File: config.mk
export PLATFORM = sky130hd
export DESIGN_NAME = calc_key_entry
export DESIGN_NICKNAME = d
export VERILOG_FILES = /design/src/rtl/calc_key_entry.sv
export SDC_FILE = /design/constraint.sdc
export NUM_CORES = 1
export LEC_CHECK = 0
export ABC_AREA = 1
export CORE_ASPECT_RATIO = 1.2
export CORE_MARGIN = 1.5
export CORE_UTILIZATION = 56
export CTS_CLUSTER_SIZE = 40
export DETAILED_ROUTE_END_ITERATION = 16
export PLACE_DENSITY_LB_ADDON = 0.3
export SLEW_MARGIN = 20
export SYNTH_ARGS = -nofsm -noshare
export SYNTH_HDL_FRONTEND = slang
export SYNTH_SLANG_ARGS = --single-unit
File: constraint.sdc
create_clock -name clk -period 5.49 [get_ports clk]
set_clock_uncertainty 0.05 [all_clocks]
set_input_delay 1.098 -clock clk [delete_from_list [all_inputs] [get_ports clk]]
set_output_delay 1.098 -clock clk [all_outputs]
set_load 0.02 [all_outputs]
File: src/rtl/calc_key_entry.sv
`timescale 1ns/1ps
// calc_key_entry: turns a key-code stream into packed BCD operands and an
// opcode for the ALU, then waits a fixed latency and captures the result.
module calc_key_entry #(
   parameter int ALU_LAT = 2
) (
   input  logic        clk,
   input  logic        clear,
   input  logic        key_valid,
   input  logic [3:0]  key_code,
   output logic        key_ready,
   input  logic [15:0] alu_result,
   input  logic        alu_special,
   output logic [15:0] bcd1,
   output logic [15:0] bcd2,
   output logic [1:0]  op_selected,
   output logic [15:0] display,
   output logic        display_neg,
   output logic        result_valid
);

   localparam int WAIT_W = (ALU_LAT > 1) ? $clog2(ALU_LAT) : 1;
   localparam logic [WAIT_W-1:0] WAIT_LOAD = WAIT_W'(ALU_LAT - 1);

   typedef enum logic [1:0] {S_OP1, S_OP2, S_CALC, S_SHOW} state_t;

   state_t            r_state, w_state_nxt;
   logic [15:0]       r_bcd1, w_bcd1_nxt;
   logic [15:0]       r_bcd2, w_bcd2_nxt;
   logic [1:0]        r_op, w_op_nxt;
   logic [15:0]       r_disp, w_disp_nxt;
   logic              r_neg, w_neg_nxt;
   logic              r_rv, w_rv_nxt;
   logic [2:0]        r_cnt, w_cnt_nxt;
   logic [WAIT_W-1:0] r_wait, w_wait_nxt;

   logic              w_accept;
   logic              w_is_digit;
   logic              w_is_op;
   logic              w_is_eq;
   logic              w_is_clr;
   logic [1:0]        w_op_code;

   // Place a digit into the nibble selected by how many digits are already in
   // (MSD first, left-justified). A full operand is returned unchanged.
   function automatic logic [15:0] put_digit(input logic [15:0] v,
                                             input logic [2:0]  n,
                                             input logic [3:0]  d);
      logic [15:0] r;
      r = v;
      case (n)
         3'd0:    r[15:12] = d;
         3'd1:    r[11:8]  = d;
         3'd2:    r[7:4]   = d;
         3'd3:    r[3:0]   = d;
         default: r = v;
      endcase
      return r;
   endfunction

   assign key_ready  = (r_state != S_CALC);
   assign w_accept   = key_valid & key_ready;
   assign w_is_digit = (key_code <= 4'd9);
   assign w_is_op    = (key_code == 4'hA) || (key_code == 4'hB);
   assign w_is_eq    = (key_code == 4'hC);
   assign w_is_clr   = (key_code == 4'hE);
   assign w_op_code  = (key_code == 4'hA) ? 2'b01 : 2'b10;

   // Next-state and next-register values for the entry sequencer.
   always_comb begin
      w_state_nxt = r_state;
      w_bcd1_nxt  = r_bcd1;
      w_bcd2_nxt  = r_bcd2;
      w_op_nxt    = r_op;
      w_disp_nxt  = r_disp;
      w_neg_nxt   = r_neg;
      w_rv_nxt    = 1'b0;
      w_cnt_nxt   = r_cnt;
      w_wait_nxt  = r_wait;

      if (w_accept && w_is_clr) begin
         // E behaves like clear, but on the clock edge
         w_state_nxt = S_OP1;
         w_bcd1_nxt  = '0;
         w_bcd2_nxt  = '0;
         w_op_nxt    = 2'b00;
         w_disp_nxt  = '0;
         w_neg_nxt   = 1'b0;
         w_cnt_nxt   = '0;
      end else begin
         case (r_state)
            S_OP1: begin
               if (w_accept && w_is_digit) begin
                  if (r_cnt < 3'd4) begin
                     w_bcd1_nxt = put_digit(r_bcd1, r_cnt, key_code);
                     w_disp_nxt = w_bcd1_nxt;
                     w_cnt_nxt  = r_cnt + 3'd1;
                  end
               end else if (w_accept && w_is_op && (r_cnt != 3'd0)) begin
                  w_op_nxt    = w_op_code;
                  w_cnt_nxt   = '0;
                  w_state_nxt = S_OP2;
               end
            end
            S_OP2: begin
               if (w_accept && w_is_digit) begin
                  if (r_cnt < 3'd4) begin
                     w_bcd2_nxt = put_digit(r_bcd2, r_cnt, key_code);
                     w_disp_nxt = w_bcd2_nxt;
                     w_cnt_nxt  = r_cnt + 3'd1;
                  end
               end else if (w_accept && w_is_op && (r_cnt == 3'd0)) begin
                  // operator re-selected before any operand-2 digit
                  w_op_nxt = w_op_code;
               end else if (w_accept && w_is_eq && (r_cnt != 3'd0)) begin
                  w_wait_nxt  = WAIT_LOAD;
                  w_state_nxt = S_CALC;
               end
            end
            S_CALC: begin
               // operands and opcode are frozen while the ALU settles
               if (r_wait == '0) begin
                  w_disp_nxt  = alu_result;
                  w_neg_nxt   = alu_special;
                  w_rv_nxt    = 1'b1;
                  w_state_nxt = S_SHOW;
               end else begin
                  w_wait_nxt = r_wait - WAIT_W'(1);
               end
            end
            S_SHOW: begin
               if (w_accept && w_is_digit) begin
                  // a digit starts a fresh calculation
                  w_bcd1_nxt  = {key_code, 12'h000};
                  w_bcd2_nxt  = '0;
                  w_op_nxt    = 2'b00;
                  w_cnt_nxt   = 3'd1;
                  w_disp_nxt  = {key_code, 12'h000};
                  w_neg_nxt   = 1'b0;
                  w_state_nxt = S_OP1;
               end else if (w_accept && w_is_op && !r_neg) begin
                  // chain on the shown result; negative results cannot be
                  // represented as an operand, so they are not chainable
                  w_bcd1_nxt  = r_disp;
                  w_bcd2_nxt  = '0;
                  w_op_nxt    = w_op_code;
                  w_cnt_nxt   = '0;
                  w_state_nxt = S_OP2;
               end
            end
            default: w_state_nxt = S_OP1;
         endcase
      end
   end

   // State register.
   always_ff @(posedge clk or posedge clear) begin
      if (clear) r_state <= S_OP1;
      else       r_state <= w_state_nxt;
   end

   // Operand, display and counter registers.
   always_ff @(posedge clk or posedge clear) begin
      if (clear) begin
         r_bcd1 <= '0;
         r_bcd2 <= '0;
         r_op   <= 2'b00;
         r_disp <= '0;
         r_neg  <= 1'b0;
         r_rv   <= 1'b0;
         r_cnt  <= '0;
         r_wait <= '0;
      end else begin
         r_bcd1 <= w_bcd1_nxt;
         r_bcd2 <= w_bcd2_nxt;
         r_op   <= w_op_nxt;
         r_disp <= w_disp_nxt;
         r_neg  <= w_neg_nxt;
         r_rv   <= w_rv_nxt;
         r_cnt  <= w_cnt_nxt;
         r_wait <= w_wait_nxt;
      end
   end

   assign bcd1         = r_bcd1;
   assign bcd2         = r_bcd2;
   assign op_selected  = r_op;
   assign display      = r_disp;
   assign display_neg  = r_neg;
   assign result_valid = r_rv;

endmodule

---- Yosys cells after proc, flatten, opt, wreduce, memory -nomap -nowiden ----
Index checks and enable logic that the tools add are counted.
cells by class
  muxes and demuxes ....................... 63
  reductions and logical operators ........ 26
  $add $sub $neg .......................... 2
  divide/modulo/power cells ............... 0
  multipliers ............................. 0
  shift-type cells ........................ 0
  bitwise operators ....................... 2
  eq/ne operators ......................... 28
  $lt $le $gt $ge ......................... 2
operator list
  operator                                              number
  2-to-1 mux 16 bit                                     13
  case mux 16 bit (2 select lines)                      2
  case mux 16 bit (4 select lines)                      1
  != test 3 bit (second input constant)                 12
  2-to-1 mux 2 bit                                      17
  2-to-1 mux 4 bit                                      8
  2-to-1 mux 3 bit                                      7
  equality test 4 bit (second input constant)           4
  AND reduction 4 bit                                   3
  AND reduction 6 bit                                   2
  nonzero test 3 bit                                    4
  2-to-1 mux 1 bit                                      10
  case mux 3 bit (3 select lines)                       1
  logical AND 1 bit                                     8
  != test 2 bit (second input constant)                 4
  != test 4 bit (second input constant)                 2
  case mux 2 bit (4 select lines)                       1
  AND reduction 7 bit                                   1
  equality test 3 x 2 -> 1 bit (second input constant)  2
  case mux 2 bit (3 select lines)                       1
  AND reduction 5 bit                                   1
  equality test 2 bit (second input constant)           2
  <= comparator 4 bit (second input constant)           1
  case mux 1 bit (2 select lines)                       2
  other kinds (14)                                      14
word-level totals
  word-level logic and storage cells ...... 132
  register bits after elaboration ......... 58
  memories kept ........................... 0
  bits in latches ......................... 0
  output and inout bits ................... 53
  memory bits (read-only) ................. 0
  bits in writable memories ............... 0

---- Logic depth before layout (Yosys ltp) ----
Gate-level depths: netlist of run 1.
  depth after elaboration ................. 9
  mapped depth ............................ 13
  gate-level depth less buffers ........... 12

---- Least setup slack after synthesis of run 1 ----
Ideal clock, no wire load.
  path type ............................... input port to flip-flop
  start point ............................. in key_valid
  end point ............................... reg r_op[0] (netlist: op_selected[0])
  stages on the path ...................... 9
  path slack .............................. 3221 ps
  arrival time ............................ 2102 ps
  buffers on the path ..................... 0
  required time ........................... 5323 ps
  cell sequence ........................... inv_1 -> nor2_4 -> nand3_4 -> nand2_1 -> nor2_4 -> nor2_1 -> nand2_1 -> nand2_1 -> nand2_1
between the ends
  cells in the longest elaborated chain, start to end .. 5
  elaborated cells between the ends (all ways) .. 17
  those cells by class .................... 5 x eq/ne; 3 x mux; 1 x bitwise; 8 x reduce/logical
ends and longest elaborated chain
  what                                                                      RTL line  text
  start: declaration                                                        9         input logic key_valid,
  bitwise AND 1 bit (*)                                                     62        assign w_accept = key_valid & key_ready;
  logical AND 1 bit (on tied branches)                                      --
  logical AND 1 bit, or another cell as far along                           141       end else if (w_accept && w_is_op && !r_neg) begin
  != test 4 bit (no source line), or another cell as far along              --
  AND reduction 6 bit (no source line) or 2-to-1 mux 2 bit (tied branches)  --
  end signal: assignment                                                    176       r_op <= w_op_nxt;
  end: declaration                                                          30        logic [1:0] r_op, w_op_nxt;
Mark *: on every way between the ends. The rest lies on a longest branch, timed or not.
A chain may end at the register's enable or synchronous reset.

---- Worst setup path after layout of run 1 ----
  start point ............................. reg r_state[0]
  end point ............................... out key_ready
between the ends
  cells in the longest elaborated chain, start to end .. 1
ends and longest elaborated chain
  what                      RTL line  text
  start: declaration        27        state_t r_state, w_state_nxt;
  start signal: assignment  159       else r_state <= w_state_nxt;
  != test 2 bit             61        assign key_ready = (r_state != S_CALC);
  end: declaration          11        output logic key_ready,
No other way between the ends.

==> impl_metrics.toml, run 1 <==
[run_status]
status = "finished clean"

[global_route]
grt_start_max_net_pins = 59
grt_antenna_before_repair = 0
grt_pass1_wl_um = 19160
grt_pass1_vias = 4114
grt.overflow.total = 0
gr-usage-all-layers = 0.3384

[worst_setup_path]
r2r_cells = 9
end_kind = "primary output"
path_class = "register to primary output"
startpoint_type = "register"
critical_path_arrival_ns = 2.51
path_max_fanout = 20
critPathRequiredTime_ns = 4.34

[clocking]
cts_buffer_depth = 2
cts_htree_levels = 3
path_clk_slew_ns = 0.08
cts_made_buffers = 9
cts_tree = "yes"
cts_resized = 0
postCtsSetupBuffers = 0
clock-root-buffer = "clkbuf_8"
cts_sinks = 58
clkLatencyLatePin_ns = 0.35
ctsHoldBuffers = 0

[route]
drtPass1Iterations = 5
drt.antenna.violating_nets = 0
wl_um = 12090
dr_total_vias = 4216
via_per_inst = 5.767
wire_per_inst_um = 16.54
drc = 0
drt_iter0_drc = 496

[timing]
rsz0062_at_grt = "no"
slew_headroom = 0.4029
finalHoldViolations = 0
max_freq_mhz = 273.5
holdWs_ns = 0.4329
period_needed_ns = 3.656
setup-violations-final = 0
finalMaxSlewViolations = 0
fin_crit_sh = 0.6659
tns_ns = 0
tightest_slew_ns = 0.8935

[floorplanning]
initial_core_util = 0.5719
die_x_um = 78.91
placementRows = 33
io_pins = 77
fp.dieArea_um2 = 7425
core_area_um2 = 6771
die_h_um = 94.10

[yosys]
synth.distinct_cells = 28
ys_top_cells_by_area = "dfrtp_1 (37%), nand2_1 (22%), o21ai_0 (6.3%), nand3_1 (5.7%), inv_1 (5.3%)"
netlist_area_um2 = 3872
netlist.area_leader.share = 0.3748
ys_warn_count = 0
postSynthNetCount = 608
avgSynthCellArea_um2 = 6.735
yosysSeqAreaShare = 0.3748
ys.flop_type = "dfrtp_1"
async_flop_share = 1.000
yosysMostFrequentCell = "nand2_1"
syn_inst = 575
ys_ff_latch = 58
synth.top_cells.by_count = "nand2_1 (228), dfrtp_1 (58), inv_1 (55)"
yosys.area.top_type = "dfrtp_1"
synth_edf_count = 0

[place]
portBuffers = 76
dpl.hpwl_um = 8505
place_area_um2 = 4618
gp_congestion = 1.022

[power]
ir_drop_uv = 349.9
p_leak_nw = 2.405
pwr_density_cell_nw_per_um2 = 666.9

[layout]
num-fill-cells = 582
drive_above_1_share = 0.06056
nets = 672
post-route-cell-area_um2 = 4806
areaGrowthSynthToFinish_pct = 24.10
n_antenna_cell = 0

[job]
cap_violations = 0

[worst_hold_path]
min_path_type = "register to register"
hold_depth = 2
## power by group
part | internal [mW] | switching [mW]
clock network | 0.180 | 0.201
registers | 0.612 | 0.160
logic | 0.725 | 1.33
total | 1.52 | 1.69
## layout make-up
type / count / area, um^2 / share of cell area
clock buffer: 10 / 137.6 / 0.02864
clock inverter: 6 / 50.05 / 0.01041
inverter: 59 / 224.0 / 0.04660
multi-input combinational: 433 / 2058 / 0.4283
sequential: 58 / 1451 / 0.3020
tap: 87 / 108.9 / 0.02265
timing repair buffer: 78 / 775.7 / 0.1614
## metal layers
metal,share of wire,track usage,up-vias
li1,-,-,1967
met1,0.38,0.4042,1940
met2,0.49,0.5718,239
met3,0.072,0.05437,70
met4,0.061,0.1988,0
met5,0,0,-
## kinds of logic after synthesis
logic type      count (synthesis)  synth area share
fa+ha+maj                       9           0.02908
compound gates                 87            0.1170
simple gates                  336            0.3832
xor+xnor                        1          0.002262
buf+inv                        84           0.09370
flops                          58            0.3748
## worst paths after layout
check,startpoint,end,slack [ns]
worst max-delay path,r_state[0],key_ready,1.83
worst min-delay path,op_selected[1],op_selected[1],0.43
worst max register to register,r_state[0],display[6],1.94
worst min register to register,op_selected[1],op_selected[1],0.43
max in group asynchronous,clear,r_cnt[1],3.65
min in group asynchronous,clear,bcd1[5],1.20
## sequential cells by signal, summed over array words and instances, names as in the netlist
register      count
bcd1             16
bcd2             16
display          16
display_neg       1
op_selected       2
r_cnt             3
r_state           2
r_wait            1
result_valid      1
## layout by cell type (no fill, tap or decap)
cell and instances:
nand2_1 228, clkdlybuf4s50_1 76, dfrtp_1 58, inv_1 54, o21ai_0 49, nand3_1 44, nor2_1 29, a21oi_1 19
nor3_1 12, o22ai_1 12, clkbuf_8 10, ha_1 9, nand4_1 6, o21ai_1 6, inv_2 4, nand3_4 4
nand2_4 3, nand3_2 3, nor2_4 2, nand2_2 2, inv_6 2, clkinvlp_4 2, clkinv_4 2, buf_4 2
nor2_2 1, inv_4 1, o211ai_1 1, xor2_1 1, nor2_8 1, and3_1 1
## metrics by stage
stage	power (mW)	worst slack (ns)	std cells	util
3_3_place_gp	2.724	1.810	715	0.6820
6_report	3.205	1.834	731	0.7097
2_1_floorplan	2.148	2.914	575	-
4_1_cts	3.167	1.886	731	0.7097
3_5_place_dp	2.779	1.582	715	0.6820
5_1_grt	3.447	1.598	731	0.7097
## worst max-delay path: stages, from the launching register on
cell and delay (ns):
dfrtp_1 0.43, inv_1 0.16, ha_1 0.73, inv_1 0.24, clkdlybuf4s50_1 0.60
No activity file was read; power rests on OpenSTA's default activity.
==> run 2, diff against run 1 <==
CORE_UTILIZATION = 47   (was 56)
clock period = 3.22 ns   (was 5.49 ns; I/O delays follow)
==> run 2 against run 1 <==
  * Critical path depth stayed put
  * Hold slack worse by 0.010 ns
  * Non-clock buffer count is 5 higher
  * First-iteration DRC count is 57% lower
  * Via count is 2.6% lower
  * Power is 75% higher
  * Register-to-register slack worse by 1.2 ns
  * Routed wire length is 2.7% higher
  * Sequential share of layout area is 0.62 points lower
  * Sequential power is 70% higher
==> impl_metrics.toml, run 2 (synthesis gave the netlist of run 1 again) <==
[route]
drt.antenna.violating_nets = 0
drtPass1Iterations = 5
drt_iter0_drc = 212
dr_total_vias = 4108
wire_per_inst_um = 16.69
drc = 0
via_per_inst = 5.522
wl_um = 12420

[worst_hold_path]
holdCritStartpoint = "op_selected[0]"
hold_depth = 2
holdPathEnd = "op_selected[0]"
min_path_type = "register to register"

[global_route]
grt_pass1_wl_um = 19350
grt_start_max_net_pins = 59
grt.overflow.total = 0
grt_antenna_before_repair = 0
grt_pass1_vias = 3977
gr-usage-all-layers = 0.2894

[timing]
finalMaxSlewViolations = 0
tightest_slew_ns = 0.6816
period_needed_ns = 2.606
setup-violations-final = 0
max_freq_mhz = 383.8
tns_ns = 0
holdWs_ns = 0.4226
finalHoldViolations = 0
rsz0062_at_grt = "no"
fin_crit_sh = 0.8093
slew_headroom = 0.5439

[worst_setup_path]
crit_slowest_cell = "clkdlybuf4s50_1"
r2r_slack_ns = 0.75
critPathRequiredTime_ns = 2.53
path_class = "register to primary output"
r2r_cells = 11
cp.buffers_inverters = 3
cp_cell_sequence = "inv_1, ha_1, inv_1, clkdlybuf4s50_1"
cpPeakStageDelay_ns = 0.61
startpoint_type = "register"
critPathMostFrequentCell = "inv_1"
critical_path_arrival_ns = 1.91
cpLargestDelayFamily = "buffers and inverters"
end_kind = "primary output"
path_max_fanout = 5
rr_endpoint = "display[12]"
r2r_start = "r_state[0]"

[power]
pwr_density_cell_nw_per_um2 = 1146
ir_drop_uv = 536.3
p_leak_nw = 2.460
fin_total_pwr_mw = 5.624

[layout]
mostFrequentLayoutCell = "nand2_1"
drive_above_1_share = 0.06626
areaGrowthSynthToFinish_pct = 26.72
multi_input_area_um2 = 2058
instances_no_fill = 744
num-fill-cells = 759
seq_area_um2 = 1451
n_antenna_cell = 0
nets = 677
final_cell_mix = "nand2_1 (228), clkdlybuf4s50_1 (76), dfrtp_1 (58), inv_1 (54), o21ai_0 (49)"
fin_util = 0.6086

[clocking]
cts_sinks = 58
path_clk_slew_ns = 0.06
clock-root-buffer = "clkbuf_8"
cts_resized = 0
cts_htree_levels = 3
postCtsSetupBuffers = 0
cts_tree = "yes"
ctsHoldBuffers = 0
cts_made_buffers = 9
clkLatencyLatePin_ns = 0.36
cts_buffer_depth = 2

[floorplanning]
placementRows = 36
core_area_um2 = 8063
io_pins = 77
die_x_um = 85.86
initial_core_util = 0.4803
die_h_um = 102.4
fp.dieArea_um2 = 8795

[place]
dpl.hpwl_um = 8919
dp_cells = 728
gp_congestion = 0.9310
portBuffers = 76

[run_status]
status = "finished clean"

[job]
cap_violations = 0
[run 2: cell types whose count changed in the layout (fill, tap and decap cells not counted), sizes merged]
cell and delta:
inv -2, bufinv +2, buf +5, clkbuf +2, clkinvlp -2
[run 2: how the worst max path moves through the flow]
stage / from / to / cells after the start
5_1_grt: r_state[0] / display[0] / 11
3_5_place_dp: key_code[1] / display[10] / 11
4_1_cts: r_state[0] / key_ready / 4
3_3_place_gp: key_code[1] / display[13] / 11
6_report: r_state[0] / key_ready / 4
2_1_floorplan: clear / bcd1[0] / 1
[run 2: metal layers]
metal  up-vias  part of all wire  track usage  wire, um
li1       1985                 -            -         -
met1      1910              0.40       0.3469      4971
met2       182              0.51       0.5039      6328
met3        31             0.060      0.06220       740
met4         0             0.031       0.1216       379
met5         -                 0            0         0
[run 2: worst register-to-register path: stages, from the launching register on]
cell     delay (ns)
dfrtp_1        0.41
inv_1          0.12
ha_1           0.28
nor2_4         0.25
nand3_4        0.28
nand3_2        0.34
nand2_1        0.11
inv_1          0.08
nand2_1        0.05
buf_4          0.23
nand2_1        0.08
o21ai_0        0.07
[run 2: power by group]
| group | internal (mW) | leakage (nW) | switching (mW) | total, mW |
|---|---|---|---|---|
| Combinational | 1.27 | 1.60 | 2.25 | 3.52 |
| Clock | 0.478 | 0.117 | 0.313 | 0.792 |
| Sequential | 1.04 | 0.749 | 0.265 | 1.31 |
| Total | 2.79 | 2.46 | 2.83 | 5.62 |
[run 2: per-stage QoR]
step	area [um^2]	worst slack (ns)
after global routing	4907	0.4725
after floorplan	3872	1.098
final	4907	0.6142
after detailed placement	4678	0.3750
after global placement	4678	0.4494
after CTS	4907	0.5928
[run 2: final cells by class]
cell class                 count  area share
inverter                      59     0.04564
multi-input combinational    433      0.4194
clock buffer                  12     0.03162
tap                           95     0.02422
clock inverter                 4     0.01504
sequential                    58      0.2958
timing repair buffer          83      0.1683
